`src/rtl/modul_arbiter_pkg.sv`:
```
// Shared types and constants for the round-robin DUT-sharing arbiter.
package modul_arb_pkg;

  // Arbiter transaction phases
  typedef enum logic [1:0] {
    IDLE  = 2'd0,
    DRIVE = 2'd1,
    RESP  = 2'd2
  } arb_state_e;

  localparam int NREQ_DEF = 4;
  localparam int HOLD_DEF = 2;
  // Hold counter width; HOLD must stay within 1..15 to fit
  localparam int CNT_W    = 4;

  // Index width for NREQ requesters, never less than one bit
  function automatic int idx_width(input int n);
    return (n > 1) ? $clog2(n) : 1;
  endfunction

endpackage

```
`src/rtl/modul_arbiter_if.sv`:
```
// Requester/DUT-side bundle of the arbiter. The arbiter uses the slave
// view; whoever owns the requesters and the shared DUT uses master.
interface modul_arbiter_if
  import modul_arb_pkg::*;
#(
  parameter int NREQ = NREQ_DEF
);

  logic [NREQ-1:0] req;
  logic [NREQ-1:0] req_in;
  logic [NREQ-1:0] gnt;
  logic [NREQ-1:0] rsp_valid;
  logic            rsp_data;
  logic            busy;
  logic            dut_in;
  logic            dut_out;

  modport master (
    output req, req_in, dut_out,
    input  gnt, rsp_valid, rsp_data, busy, dut_in
  );

  modport slave (
    input  req, req_in, dut_out,
    output gnt, rsp_valid, rsp_data, busy, dut_in
  );

endinterface

```
`src/rtl/modul_arbiter_rr_pick.sv`:
```
// Combinational round-robin picker: first requester above ptr, wrapping.
module rr_pick #(
  parameter int NREQ  = 4,
  parameter int IDX_W = 2
) (
  input  logic [NREQ-1:0]  req,
  input  logic [IDX_W-1:0] ptr,
  output logic [NREQ-1:0]  winner,
  output logic [IDX_W-1:0] winner_idx
);

  // Scan ptr+1, ptr+2, ... ptr+NREQ (mod NREQ); the last winner comes last
  always_comb begin
    logic             found;
    int               cand;
    logic [IDX_W-1:0] cand_idx;
    found      = 1'b0;
    cand       = 0;
    cand_idx   = '0;
    winner     = '0;
    winner_idx = '0;
    for (int i = 1; i <= NREQ; i++) begin
      cand     = (int'(ptr) + i) % NREQ;
      cand_idx = cand[IDX_W-1:0];
      if (!found && req[cand_idx]) begin
        found           = 1'b1;
        winner[cand_idx] = 1'b1;
        winner_idx      = cand_idx;
      end
    end
  end

endmodule

```
`src/rtl/modul_arbiter.sv`:
```
// Round-robin arbiter sharing one 1-bit DUT among NREQ requesters:
// grant, hold the stimulus HOLD cycles, sample the DUT, strobe the answer.
module modul_arbiter
  import modul_arb_pkg::*;
#(
  parameter int NREQ = NREQ_DEF,
  parameter int HOLD = HOLD_DEF
) (
  input logic           clk,
  input logic           rst,
  modul_arbiter_if.slave bus
);

  localparam int IDX_W = idx_width(NREQ);

  arb_state_e       state_q, state_d;
  logic [NREQ-1:0]  gnt_q, gnt_d;
  logic [NREQ-1:0]  rsp_valid_q, rsp_valid_d;
  logic             rsp_data_q, rsp_data_d;
  logic             dut_in_q, dut_in_d;
  logic [CNT_W-1:0] cnt_q, cnt_d;
  logic [IDX_W-1:0] ptr_q, ptr_d;
  logic [IDX_W-1:0] win_q, win_d;

  logic [NREQ-1:0]  pick_onehot;
  logic [IDX_W-1:0] pick_idx;

  rr_pick #(
    .NREQ  (NREQ),
    .IDX_W (IDX_W)
  ) u_rr_pick (
    .req        (bus.req),
    .ptr        (ptr_q),
    .winner     (pick_onehot),
    .winner_idx (pick_idx)
  );

  // Next-state and output decode; an aborted or reset transaction never strobes
  always_comb begin
    state_d     = state_q;
    gnt_d       = gnt_q;
    rsp_valid_d = '0;
    rsp_data_d  = rsp_data_q;
    dut_in_d    = dut_in_q;
    cnt_d       = cnt_q;
    ptr_d       = ptr_q;
    win_d       = win_q;
    case (state_q)
      IDLE: begin
        gnt_d    = '0;
        dut_in_d = 1'b0;
        if (|bus.req) begin
          gnt_d    = pick_onehot;
          win_d    = pick_idx;
          dut_in_d = bus.req_in[pick_idx];
          cnt_d    = CNT_W'(HOLD - 1);
          state_d  = DRIVE;
        end
      end
      DRIVE: begin
        if (!bus.req[win_q]) begin
          gnt_d    = '0;
          dut_in_d = 1'b0;
          cnt_d    = '0;
          ptr_d    = win_q;
          state_d  = IDLE;
        end else if (cnt_q == '0) begin
          rsp_data_d  = bus.dut_out;
          rsp_valid_d = gnt_q;
          gnt_d       = '0;
          dut_in_d    = 1'b0;
          state_d     = RESP;
        end else begin
          cnt_d = cnt_q - 1'b1;
        end
      end
      RESP: begin
        ptr_d   = win_q;
        state_d = IDLE;
      end
      default: begin
        gnt_d    = '0;
        dut_in_d = 1'b0;
        cnt_d    = '0;
        state_d  = IDLE;
      end
    endcase
  end

  // State register; ptr resets to the top index so requester 0 wins first
  always_ff @(posedge clk) begin
    if (rst) begin
      state_q     <= IDLE;
      gnt_q       <= '0;
      rsp_valid_q <= '0;
      rsp_data_q  <= 1'b0;
      dut_in_q    <= 1'b0;
      cnt_q       <= '0;
      ptr_q       <= IDX_W'(NREQ - 1);
      win_q       <= '0;
    end else begin
      state_q     <= state_d;
      gnt_q       <= gnt_d;
      rsp_valid_q <= rsp_valid_d;
      rsp_data_q  <= rsp_data_d;
      dut_in_q    <= dut_in_d;
      cnt_q       <= cnt_d;
      ptr_q       <= ptr_d;
      win_q       <= win_d;
    end
  end

  assign bus.gnt       = gnt_q;
  assign bus.rsp_valid = rsp_valid_q;
  assign bus.rsp_data  = rsp_data_q;
  assign bus.dut_in    = dut_in_q;
  assign bus.busy      = (state_q != IDLE);

endmodule

```
`src/flat_wrapper.sv`:
```
// flat-port wrapper written by rule: the top's interface ports become plain ports
module modul_arbiter_flat import modul_arb_pkg::*;
#(
  parameter int NREQ = NREQ_DEF,
  parameter int HOLD = HOLD_DEF
)
  (clk, rst, bus_req, bus_req_in, bus_dut_out, bus_gnt, bus_rsp_valid, bus_rsp_data, bus_busy, bus_dut_in);
  modul_arbiter_if #(.NREQ(NREQ)) bus_i ();
  input logic clk;
  input logic rst;
  input wire logic [$bits(bus_i.req)-1:0] bus_req;
  input wire logic [$bits(bus_i.req_in)-1:0] bus_req_in;
  input wire logic [$bits(bus_i.dut_out)-1:0] bus_dut_out;
  output wire logic [$bits(bus_i.gnt)-1:0] bus_gnt;
  output wire logic [$bits(bus_i.rsp_valid)-1:0] bus_rsp_valid;
  output wire logic [$bits(bus_i.rsp_data)-1:0] bus_rsp_data;
  output wire logic [$bits(bus_i.busy)-1:0] bus_busy;
  output wire logic [$bits(bus_i.dut_in)-1:0] bus_dut_in;
  assign bus_i.req = bus_req;
  assign bus_i.req_in = bus_req_in;
  assign bus_i.dut_out = bus_dut_out;
  assign bus_gnt = bus_i.gnt;
  assign bus_rsp_valid = bus_i.rsp_valid;
  assign bus_rsp_data = bus_i.rsp_data;
  assign bus_busy = bus_i.busy;
  assign bus_dut_in = bus_i.dut_in;
  modul_arbiter #(.NREQ(NREQ), .HOLD(HOLD)) u_core (.clk(clk), .rst(rst), .bus(bus_i));
endmodule
```
`config.mk`:
```
export PLATFORM = sky130hd
export DESIGN_NAME = modul_arbiter_flat
export DESIGN_NICKNAME = d
export VERILOG_FILES = /design/src/rtl/modul_arbiter_pkg.sv /design/src/rtl/modul_arbiter_if.sv /design/src/rtl/modul_arbiter_rr_pick.sv /design/src/rtl/modul_arbiter.sv /design/src/flat_wrapper.sv
export SDC_FILE = /design/constraint.sdc
export NUM_CORES = 1
export LEC_CHECK = 0
export ABC_AREA = 1
export CORE_MARGIN = 4
export CORE_UTILIZATION = 54
export DETAILED_ROUTE_END_ITERATION = 10
export PLACE_DENSITY = 0.79
export SLEW_MARGIN = 20
export SYNTH_ARGS = -nofsm -noshare
export SYNTH_HDL_FRONTEND = slang
export SYNTH_HIERARCHICAL = 1
export SYNTH_SLANG_ARGS = --single-unit
export TNS_END_PERCENT = 50
```
`constraint.sdc`:
```
create_clock -name clk -period 3.4 [get_ports clk]
set_clock_uncertainty 0.2 [all_clocks]
set_input_delay 0.68 -clock clk [delete_from_list [all_inputs] [get_ports clk]]
set_output_delay 0.68 -clock clk [all_outputs]
set_load 0.01 [all_outputs]
```
==> out/summary.log, run 1 <==
qor: sta.layout_worst_path_cycle_share 77.4%
qor: global_routing.initial_antenna_violation_count 0
qor: route.wl_per_cell 11.1 um
qor: logic_synthesis.post_synth_instance_area 1560 sq um
qor: sta.timing_worst_slew_pin_value 0.385 ns
qor: pwr.cellPowerDensity 811 nW/um^2
qor: floorplanning.core_region_area 2760 sq um
qor: floorplanning.initial_util 56.7%
qor: logic_synthesis.syn-mean-instance-area 6.71 sq um
qor: logic_synthesis.post_synth_num_cell_types 26
qor: route.drt_drc_violations_left 0
qor: logic_synthesis.yosys_warnings 6
qor: pwr.power.total 1490 uW
qor: floorplanning.die_width 61.8 um
qor: finish.n_fill_cell 260
qor: floorplanning.die-area 3820 sq um
qor: route.drt-total-wl 3190 um
qor: sta.rsz0062_at_grt no
qor: route.drt_iter0_drc 126
qor: logic_synthesis.sequential_cell_area_fraction_in_the_yosys_report 25.6%
qor: sta.timing.final.hold_violations 0
qor: route.ant_nets 0
qor: sta.post-route-min-period 2.63 ns
qor: clock_tree.post_cts_resized 0
qor: setup_path.timing.critical_path.to_type flip-flop
qor: clock_tree.cts.htree.levels 1
qor: finish.layout-drive-gt1-share 11.7%
qor: global_routing.grt_pass1_wl 5510 um
qor: clock_tree.clk_transition_reported_paths 0.12 ns
qor: sta.holdWs 0.248 ns
qor: global_routing.largest_net_degree_at_the_start_of_global_routing 15
qor: logic_synthesis.synth.net_count 253
qor: placement.place.port_buffers 21
qor: floorplanning.number_of_placement_rows 19
qor: finish.most_frequent_standard_cell_in_the_layout_excluding_fill_and_tap_cells sky130_fd_sc_hd__nand2_1
qor: floorplanning.die_h 61.8 um
qor: clock_tree.tritoncts_buffers 3
qor: setup_path.highest_fanout_seen_on_the_critical_path 11
qor: finish.syn2layout_area_growth 17.2%
qor: logic_synthesis.synth_area_leader_cell sky130_fd_sc_hd__dfxtp_1
qor: finish.antenna_cells 0
qor: sta.report.final.setup_viol 0
qor: hold_path.min_path_type flip-flop to flip-flop
qor: setup_path.worst-endpoint-required 3.41 ns
qor: setup_path.critPathKind flip-flop to flip-flop
qor: pwr.irDropWorstVdd 0.000754 V
qor: clock_tree.tritoncts built
qor: run.maxCapViolCount 0
qor: pwr.static-leakage-power 0.000932 uW
qor: global_routing.grt_use_total 18.8%
qor: sta.max_freq 380 MHz
qor: finish.final_nets 277
qor: clock_tree.clockBufferDepth 2
qor: sta.finalSetupTns 0 ns
qor: placement.postPlaceCellArea 1780 sq um
qor: outcome.status finished, final reports clean
qor: clock_tree.post-cts-setup-buffer-count 0
qor: sta.slew_headroom 74.3%
qor: setup_path.worst-endpoint-arrival 2.64 ns
qor: global_routing.grt_pass1_vias 1316
qor: finish.most_used_cells_in_the_layout_excluding_fill_and_tap_cells sky130_fd_sc_hd__nand2_1, sky130_fd_sc_hd__inv_1, sky130_fd_sc_hd__nand3_1
qor: clock_tree.ctsHoldBuffers 0
qor: floorplanning.num_io_pins 22
qor: logic_synthesis.flip_flop_and_latch_count_after_synthesis 20
qor: route.drtPass1Iterations 4
qor: sta.finalMaxSlewViolations 0
qor: setup_path.timing.critical_path.from_type flip-flop
qor: clock_tree.clockRootBuffer sky130_fd_sc_hd__clkbuf_4
qor: logic_synthesis.synthesis.instances 233
qor: route.route.vias.total 1472
qor: clock_tree.clkLatencyLatePin 0.30 ns
qor: placement.dp_hpwl 2410 um
qor: logic_synthesis.synth_largest_type_area_fraction 25.6%
qor: placement.place.gp.congestion 0.853
qor: clock_tree.clock_sinks 20
qor: global_routing.global_route.overflow_total 0
qor: route.routed_via_density 5.13
qor: finish.post_route_standard_cell_area_excluding_fillers 1830 sq um
qor: logic_synthesis.synth_area_leaders sky130_fd_sc_hd__dfxtp_1, sky130_fd_sc_hd__nand2_1, sky130_fd_sc_hd__nand3_1
## power by group
part           internal, uW  leakage (uW)  switching (uW)
Combinational           361      0.000740             583
Clock                   119     0.0000279            76.0
Sequential              298      0.000164            49.0
## cell families (layout without fill, tap and decap cells)
group	count (synthesis)	after routing	share of synthesized area, %
XOR/XNOR	2	2	1.12
AND/OR/NAND/NOR	133	133	43.6
flip-flops	20	20	25.6
buffers and inverters	39	62	11.9
adder cells (fa/ha/maj)	9	9	7.21
AO/OA/AOI/OAI	30	30	10.6
## registers in the layout, indices dropped and copies added (netlist names)
| name | flops |
|---|---|
| u_core/bus.rsp_valid | 4 |
| u_core/bus.rsp_data | 1 |
| u_core/bus.gnt | 4 |
| u_core/cnt_q | 4 |
| u_core/state_q | 2 |
| u_core/bus.dut_in | 1 |
| u_core/ptr_q | 2 |
| u_core/win_q | 2 |
## Yosys cell counts
cell	number
sky130_fd_sc_hd__nand2_1	53
sky130_fd_sc_hd__inv_1	32
sky130_fd_sc_hd__nand3_1	32
sky130_fd_sc_hd__nor2_1	26
sky130_fd_sc_hd__dfxtp_1	20
sky130_fd_sc_hd__a21oi_1	17
sky130_fd_sc_hd__ha_1	9
sky130_fd_sc_hd__nand3_2	7
sky130_fd_sc_hd__nand2_2	6
sky130_fd_sc_hd__o21ai_0	5
sky130_fd_sc_hd__a21boi_0	4
sky130_fd_sc_hd__buf_6	3
sky130_fd_sc_hd__nand2_4	3
sky130_fd_sc_hd__inv_2	2
sky130_fd_sc_hd__o211ai_1	2
sky130_fd_sc_hd__o21ai_1	2
sky130_fd_sc_hd__clkbuf_8	1
sky130_fd_sc_hd__inv_8	1
sky130_fd_sc_hd__nand2_8	1
sky130_fd_sc_hd__nand3_4	1
sky130_fd_sc_hd__nand3b_1	1
sky130_fd_sc_hd__nor2_2	1
sky130_fd_sc_hd__nor2_4	1
sky130_fd_sc_hd__nor2_8	1
sky130_fd_sc_hd__xnor2_1	1
sky130_fd_sc_hd__xor2_1	1
## critical path: stages, from the launching register on
cell,delay [ns]
sky130_fd_sc_hd__dfxtp_1,0.45
sky130_fd_sc_hd__inv_8,0.09
sky130_fd_sc_hd__ha_1,0.37
sky130_fd_sc_hd__inv_1,0.19
sky130_fd_sc_hd__nand3_1,0.10
sky130_fd_sc_hd__nand2_1,0.13
sky130_fd_sc_hd__nand2_1,0.09
sky130_fd_sc_hd__nor2_1,0.14
sky130_fd_sc_hd__nor2_1,0.06
sky130_fd_sc_hd__nor2_1,0.18
sky130_fd_sc_hd__inv_1,0.08
sky130_fd_sc_hd__o21ai_0,0.16
sky130_fd_sc_hd__nand2_1,0.07
sky130_fd_sc_hd__nand2_1,0.07
sky130_fd_sc_hd__nand3_2,0.07
sky130_fd_sc_hd__nand2_1,0.07
sky130_fd_sc_hd__nor2_1,0.04
## per-layer routing
metal	track usage, %	vias to the layer above	share of wire [%]
met2	29.4	38	44
met5	0	-	0
li1	-	787	-
met1	26.7	645	50
met3	4.34	2	5.3
met4	3.64	0	0.47
## stage by stage
step                      std cells  setup slack, ns  utilization [%]
final                           287            0.769             66.4
after global routing            287            0.444             66.4
after CTS                       287            0.792             66.4
after detailed placement        283            0.502             64.5
after global placement          283            0.532             64.5
after floorplan                 233            0.919                -
## worst paths after layout
| path | start | endpoint | slack, ns | cells past startpoint |
|---|---|---|---|---|
| setup / recovery | u_core/ptr_q[0]$_SDFFE_PP1P_ | u_core/bus.dut_in$_SDFFE_PP0P_ | 0.77 | 16 |
| hold / removal | u_core/bus.gnt[1]$_SDFFE_PP0P_ | u_core/bus.rsp_valid[1]$_SDFF_PP0_ | 0.25 | 2 |
| hold reg to reg | u_core/bus.gnt[1]$_SDFFE_PP0P_ | u_core/bus.rsp_valid[1]$_SDFF_PP0_ | 0.25 | 2 |
| setup reg to reg | u_core/ptr_q[0]$_SDFFE_PP1P_ | u_core/bus.dut_in$_SDFFE_PP0P_ | 0.77 | 16 |
## cell type report
| cell class | instances | area [sq um] | share of cell area [%] |
|---|---|---|---|
| clock buffer | 3 | 22.5 | 1.23 |
| sequential | 20 | 400 | 21.9 |
| inverter | 35 | 139 | 7.58 |
| timing repair buffer | 23 | 225 | 12.3 |
| multi-input combinational | 174 | 976 | 53.3 |
| clock inverter | 1 | 30.0 | 1.64 |
| tap | 31 | 38.8 | 2.12 |
Power figures use the tool's default switching activity.
==> inputs of run 2 (changes only) <==
Clock period 3.4 ns to 2.7 ns, I/O delays scaled along.
==> out/summary.log, run 2 (synthesized netlist as in run 1, its figures left out) <==
qor: outcome.status finished, final reports clean
qor: finish.post_route_standard_cell_area_excluding_fillers 1930 sq um
qor: floorplanning.initial_util 56.7%
qor: route.drt_iter0_drc 71
qor: finish.most_used_cells_in_the_layout_excluding_fill_and_tap_cells sky130_fd_sc_hd__nand2_1, sky130_fd_sc_hd__nand3_1, sky130_fd_sc_hd__inv_1
qor: pwr.static-leakage-power 0.000981 uW
qor: finish.final-seq-area 402 sq um
qor: finish.stdcell_count 297
qor: sta.timing.final.hold_violations 0
qor: floorplanning.die_h 61.8 um
qor: clock_tree.tritoncts_buffers 3
qor: run.maxCapViolCount 0
qor: sta.layout_worst_path_cycle_share 90.4%
qor: route.wl_per_cell 11.3 um
qor: global_routing.largest_net_degree_at_the_start_of_global_routing 15
qor: placement.postPlaceCellArea 1870 sq um
qor: global_routing.grt_use_total 19.4%
qor: route.route.vias.total 1541
qor: global_routing.grt_pass1_vias 1357
qor: setup_path.crit_path_end u_core/bus.dut_in$_SDFFE_PP0P_
qor: clock_tree.tritoncts built
qor: global_routing.global_route.overflow_total 0
qor: setup_path.r2r_cells 16
qor: route.ant_nets 0
qor: setup_path.worst-endpoint-required 2.71 ns
qor: hold_path.min_path_type flip-flop to flip-flop
qor: sta.max_freq 410 MHz
qor: setup_path.critical_path.reg2reg.startpoint u_core/ptr_q[0]$_SDFFE_PP1P_
qor: sta.post-route-min-period 2.44 ns
qor: setup_path.setup.reg_to_reg.worst_slack 0.29 ns
qor: route.routed_via_density 5.19
qor: route.drt_drc_violations_left 0
qor: clock_tree.clock_sinks 20
qor: finish.most_frequent_standard_cell_in_the_layout_excluding_fill_and_tap_cells sky130_fd_sc_hd__nand2_1
qor: sta.rsz0062_at_grt no
qor: finish.multiInputGateArea 981 sq um
qor: floorplanning.num_io_pins 22
qor: placement.dp_hpwl 2580 um
qor: floorplanning.number_of_placement_rows 19
qor: pwr.irDropWorstVdd 0.000926 V
qor: clock_tree.clk_transition_reported_paths 0.11 ns
qor: hold_path.worstHoldPathCells 2
qor: pwr.cellPowerDensity 1030 nW/um^2
qor: clock_tree.cts.htree.levels 1
qor: global_routing.grt_pass1_wl 5640 um
qor: pwr.power.total 1990 uW
qor: floorplanning.die_width 61.8 um
qor: setup_path.cp-startpoint bus_req[1]
qor: setup_path.r2r_end u_core/bus.dut_in$_SDFFE_PP0P_
qor: global_routing.initial_antenna_violation_count 0
qor: floorplanning.die-area 3820 sq um
qor: placement.place.port_buffers 21
qor: route.drt-total-wl 3350 um
qor: sta.timing_worst_slew_pin_value 0.388 ns
qor: finish.finalCoreUtilization 69.8%
qor: sta.finalSetupTns 0 ns
qor: setup_path.timing.critical_path.from_type primary input
qor: placement.place.gp.congestion 0.896
qor: finish.n_fill_cell 237
qor: sta.finalMaxSlewViolations 0
qor: clock_tree.clockBufferDepth 2
qor: clock_tree.clockRootBuffer sky130_fd_sc_hd__clkbuf_4
qor: finish.syn2layout_area_growth 23.2%
qor: route.drtPass1Iterations 4
qor: sta.slew_headroom 74.1%
qor: clock_tree.clkLatencyLatePin 0.30 ns
qor: finish.layout-drive-gt1-share 16.5%
qor: sta.report.final.setup_viol 0
qor: placement.placed_cells_incl_taps 293
qor: setup_path.highest_fanout_seen_on_the_critical_path 4
qor: hold_path.hold_path.startpoint u_core/bus.gnt[3]$_SDFFE_PP0P_
qor: floorplanning.core_region_area 2760 sq um
qor: setup_path.worst-endpoint-arrival 2.45 ns
qor: finish.final_nets 287
qor: setup_path.critPathKind primary input to flip-flop
qor: finish.antenna_cells 0
qor: setup_path.timing.critical_path.to_type flip-flop
run 2: changes by cell type in the layout (fill, tap and decap cells not counted), sizes merged:
cell,change
buf,+10
run 2: cell type report:
| type | count | area share, % |
|---|---|---|
| Clock buffer | 3 | 1.17 |
| Clock inverter | 1 | 1.56 |
| Inverter | 35 | 7.21 |
| Multi-Input combinational cell | 174 | 50.9 |
| Sequential cell | 20 | 20.9 |
| Tap cell | 31 | 2.01 |
| Timing Repair Buffer | 33 | 16.2 |
run 2: power breakdown:
part	total, uW	switching (uW)	internal [uW]
clock	244	94.3	150
combinational	1310	770	539
sequential	437	60.3	376
run 2: what timing repair did:
item,in CTS,in global routing
setup endpoints to repair,0,2
endpoints found under the hold margin,0,0
hold buffers,0,0
setup buffers,0,0
resized for setup,0,4
run 2: how the worst min path moves through the flow:
stage                                         end  slack [ns]
4_1_cts        u_core/bus.rsp_valid[3]$_SDFF_PP0_        0.26
2_1_floorplan        u_core/cnt_q[1]$_SDFFE_PP0P_        0.23
6_report       u_core/bus.rsp_valid[3]$_SDFF_PP0_        0.25
3_5_place_dp   u_core/bus.rsp_valid[3]$_SDFF_PP0_        0.24
3_3_place_gp   u_core/bus.rsp_valid[2]$_SDFF_PP0_        0.23
5_1_grt        u_core/bus.rsp_valid[3]$_SDFF_PP0_        0.27
run 2: layer usage:
metal	up-vias	part of all wire [%]	global-route usage (%)	wire, um
li1	809	-	-	-
met1	690	47	25.8	1570
met2	36	47	32.1	1580
met3	6	4.9	4.34	164
met4	0	1.1	4.24	36
met5	-	0	0	0
run 2: critical path, cell delays in order:
cell                              delay (ns)
sky130_fd_sc_hd__clkdlybuf4s50_1        0.63
sky130_fd_sc_hd__inv_1                  0.07
sky130_fd_sc_hd__nand2_1                0.08
sky130_fd_sc_hd__nand3_1                0.07
sky130_fd_sc_hd__nand2_1                0.06
sky130_fd_sc_hd__nand2_1                0.06
sky130_fd_sc_hd__nor2_1                 0.14
sky130_fd_sc_hd__nor2_1                 0.07
sky130_fd_sc_hd__nor2_2                 0.15
sky130_fd_sc_hd__inv_1                  0.08
sky130_fd_sc_hd__o21ai_0                0.18
sky130_fd_sc_hd__nand2_1                0.07
sky130_fd_sc_hd__nand2_1                0.07
sky130_fd_sc_hd__nand3_2                0.07
sky130_fd_sc_hd__nand2_1                0.07
sky130_fd_sc_hd__nor2_1                 0.04
run 2: through the flow:
| stage | setup WS (ns) | hold slack [ns] |
|---|---|---|
| 6_report | 0.260 | 0.253 |
| 5_1_grt | 0.0581 | 0.269 |
| 4_1_cts | 0.0369 | 0.256 |
| 3_5_place_dp | -0.106 | 0.237 |
| 3_3_place_gp | -0.0328 | 0.232 |
| 2_1_floorplan | 0.219 | 0.233 |
==> inputs of run 3 (changes only) <==
Settings changed: CORE_UTILIZATION 54 to 56, CTS_BUF_LIST set to sky130_fd_sc_hd__clkbuf_4 sky130_fd_sc_hd__clkbuf_8, PLACE_DENSITY 0.79 to 0.82, SKIP_LAST_GASP set to 1.
==> out/summary.log, run 3 (synthesized netlist as in run 1, its figures left out) <==
qor: run.maxCapViolCount 0
qor: setup_path.worst-endpoint-required 2.70 ns
qor: sta.layout_worst_path_cycle_share 90.8%
qor: global_routing.largest_net_degree_at_the_start_of_global_routing 15
qor: floorplanning.number_of_placement_rows 18
qor: sta.timing_worst_slew_pin_value 0.405 ns
qor: setup_path.critPathKind flip-flop to flip-flop
qor: sta.finalMaxSlewViolations 0
qor: floorplanning.die_width 60.8 um
qor: clock_tree.tritoncts_buffers 3
qor: outcome.status finished, final reports clean
qor: sta.timing.final.hold_violations 0
qor: global_routing.initial_antenna_violation_count 0
qor: clock_tree.tritoncts built
qor: finish.stdcell_count 293
qor: setup_path.setup.reg_to_reg.worst_slack 0.25 ns
qor: pwr.static-leakage-power 0.000958 uW
qor: clock_tree.clockRootBuffer sky130_fd_sc_hd__clkbuf_4
qor: sta.slew_headroom 73.0%
qor: pwr.cellPowerDensity 983 nW/um^2
qor: placement.placed_cells_incl_taps 289
qor: setup_path.crit_path_end u_core/bus.dut_in$_SDFFE_PP0P_
qor: finish.most_used_cells_in_the_layout_excluding_fill_and_tap_cells sky130_fd_sc_hd__nand2_1, sky130_fd_sc_hd__inv_1, sky130_fd_sc_hd__nand3_1
qor: finish.final_nets 284
qor: placement.place.port_buffers 21
qor: floorplanning.initial_util 60.9%
qor: floorplanning.core_region_area 2570 sq um
qor: placement.place.gp.congestion 0.843
qor: setup_path.cp-startpoint u_core/ptr_q[0]$_SDFFE_PP1P_
qor: sta.finalSetupTns 0 ns
qor: global_routing.grt_pass1_vias 1357
qor: clock_tree.clk_transition_reported_paths 0.10 ns
qor: sta.finalWorstSetupSlack 0.248 ns
qor: sta.max_freq 408 MHz
qor: finish.antenna_cells 0
qor: finish.finalCoreUtilization 72.9%
qor: global_routing.grt_use_total 19.8%
qor: sta.post-route-min-period 2.45 ns
qor: pwr.power.total 1840 uW
qor: clock_tree.clock_sinks 20
qor: clock_tree.clockBufferDepth 2
qor: hold_path.min_path_type flip-flop to flip-flop
qor: global_routing.global_route.overflow_total 0
qor: sta.report.final.setup_viol 0
qor: floorplanning.num_io_pins 22
qor: route.routed_via_density 5.16
qor: finish.most_frequent_standard_cell_in_the_layout_excluding_fill_and_tap_cells sky130_fd_sc_hd__nand2_1
qor: setup_path.r2r_end u_core/bus.dut_in$_SDFFE_PP0P_
qor: route.drtPass1Iterations 5
qor: sta.rsz0062_at_grt no
qor: clock_tree.post-cts-setup-buffer-count 0
qor: setup_path.worst-endpoint-arrival 2.45 ns
qor: finish.layout-drive-gt1-share 14.8%
qor: setup_path.timing.critical_path.to_type flip-flop
qor: floorplanning.die_h 60.8 um
qor: global_routing.grt_pass1_wl 5640 um
qor: placement.dp_hpwl 2570 um
qor: placement.dpl_worst_slack -0.0545 ns
qor: route.drt_iter0_drc 70
qor: setup_path.r2r_cells 16
qor: pwr.irDropWorstVdd 0.000771 V
qor: clock_tree.cts.htree.levels 1
qor: route.drt-total-wl 3180 um
qor: floorplanning.die-area 3700 sq um
qor: route.wl_per_cell 10.8 um
qor: route.route.vias.total 1513
qor: route.drt_drc_violations_left 0
qor: hold_path.hold_path.startpoint u_core/bus.gnt[0]$_SDFFE_PP0P_
qor: finish.syn2layout_area_growth 19.7%
qor: setup_path.highest_fanout_seen_on_the_critical_path 11
qor: clock_tree.clkLatencyLatePin 0.29 ns
qor: setup_path.timing.critical_path.from_type flip-flop
qor: setup_path.critical_path.reg2reg.startpoint u_core/ptr_q[0]$_SDFFE_PP1P_
qor: route.ant_nets 0
## run 3: per-stage QoR
step	hold WS [ns]	cell area, sq um
floorplan	0.233	1560
global placement	0.233	1830
detailed placement	0.237	1830
CTS	0.254	1870
global route	0.282	1870
finish	0.252	1870
## run 3: cell type report
| class | count | area, sq um |
|---|---|---|
| fill | 234 | 697 |
| timing repair buffer | 30 | 278 |
| tap | 30 | 37.5 |
| clock buffer | 4 | 36.3 |
| multi-input combinational | 174 | 978 |
| sequential | 20 | 402 |
| inverter | 35 | 139 |
## run 3: critical path, stage by stage (launching register included)
cell                      delay [ns]
sky130_fd_sc_hd__dfxtp_2        0.39
sky130_fd_sc_hd__inv_8          0.07
sky130_fd_sc_hd__ha_1           0.36
sky130_fd_sc_hd__inv_1          0.18
sky130_fd_sc_hd__nand3_1        0.09
sky130_fd_sc_hd__nand2_1        0.12
sky130_fd_sc_hd__nand2_1        0.08
sky130_fd_sc_hd__nor2_1         0.14
sky130_fd_sc_hd__nor2_1         0.07
sky130_fd_sc_hd__nor2_2         0.13
sky130_fd_sc_hd__inv_1          0.07
sky130_fd_sc_hd__o21ai_0        0.15
sky130_fd_sc_hd__nand2_1        0.07
sky130_fd_sc_hd__nand2_1        0.07
sky130_fd_sc_hd__nand3_2        0.06
sky130_fd_sc_hd__nand2_1        0.06
sky130_fd_sc_hd__nor2_1         0.04
## run 3: metal layers
layer  global-route usage (%)  vias up  routed length (um)
met5                        0        -                   0
met4                     4.64        0                  32
met3                     4.47        6                 128
met2                     31.9       35                1490
met1                     26.9      669                1530
li1                         -      803                   -
## run 3: power by group
group          switching [uW]  internal (uW)
sequential               60.4            377
combinational             739            499
clock                    82.3           82.1
## run 3: worst min path at each step
| stage | to | slack (ns) | depth (start not counted) |
|---|---|---|---|
| finish | u_core/bus.rsp_valid[0]$_SDFF_PP0_ | 0.25 | 2 |
| global route | u_core/bus.rsp_valid[1]$_SDFF_PP0_ | 0.28 | 2 |
| CTS | u_core/bus.rsp_valid[0]$_SDFF_PP0_ | 0.25 | 2 |
| detailed placement | u_core/bus.rsp_valid[0]$_SDFF_PP0_ | 0.24 | 2 |
| global placement | u_core/bus.rsp_valid[3]$_SDFF_PP0_ | 0.23 | 2 |
| floorplan | u_core/cnt_q[1]$_SDFFE_PP0P_ | 0.23 | 2 |
## run 3: timing repair
action / CTS / global route
endpoints found under the setup margin: 0 / 1
gates resized for setup: 0 / 2
hold endpoints to repair: 0 / 0
hold buffers: 0 / 0
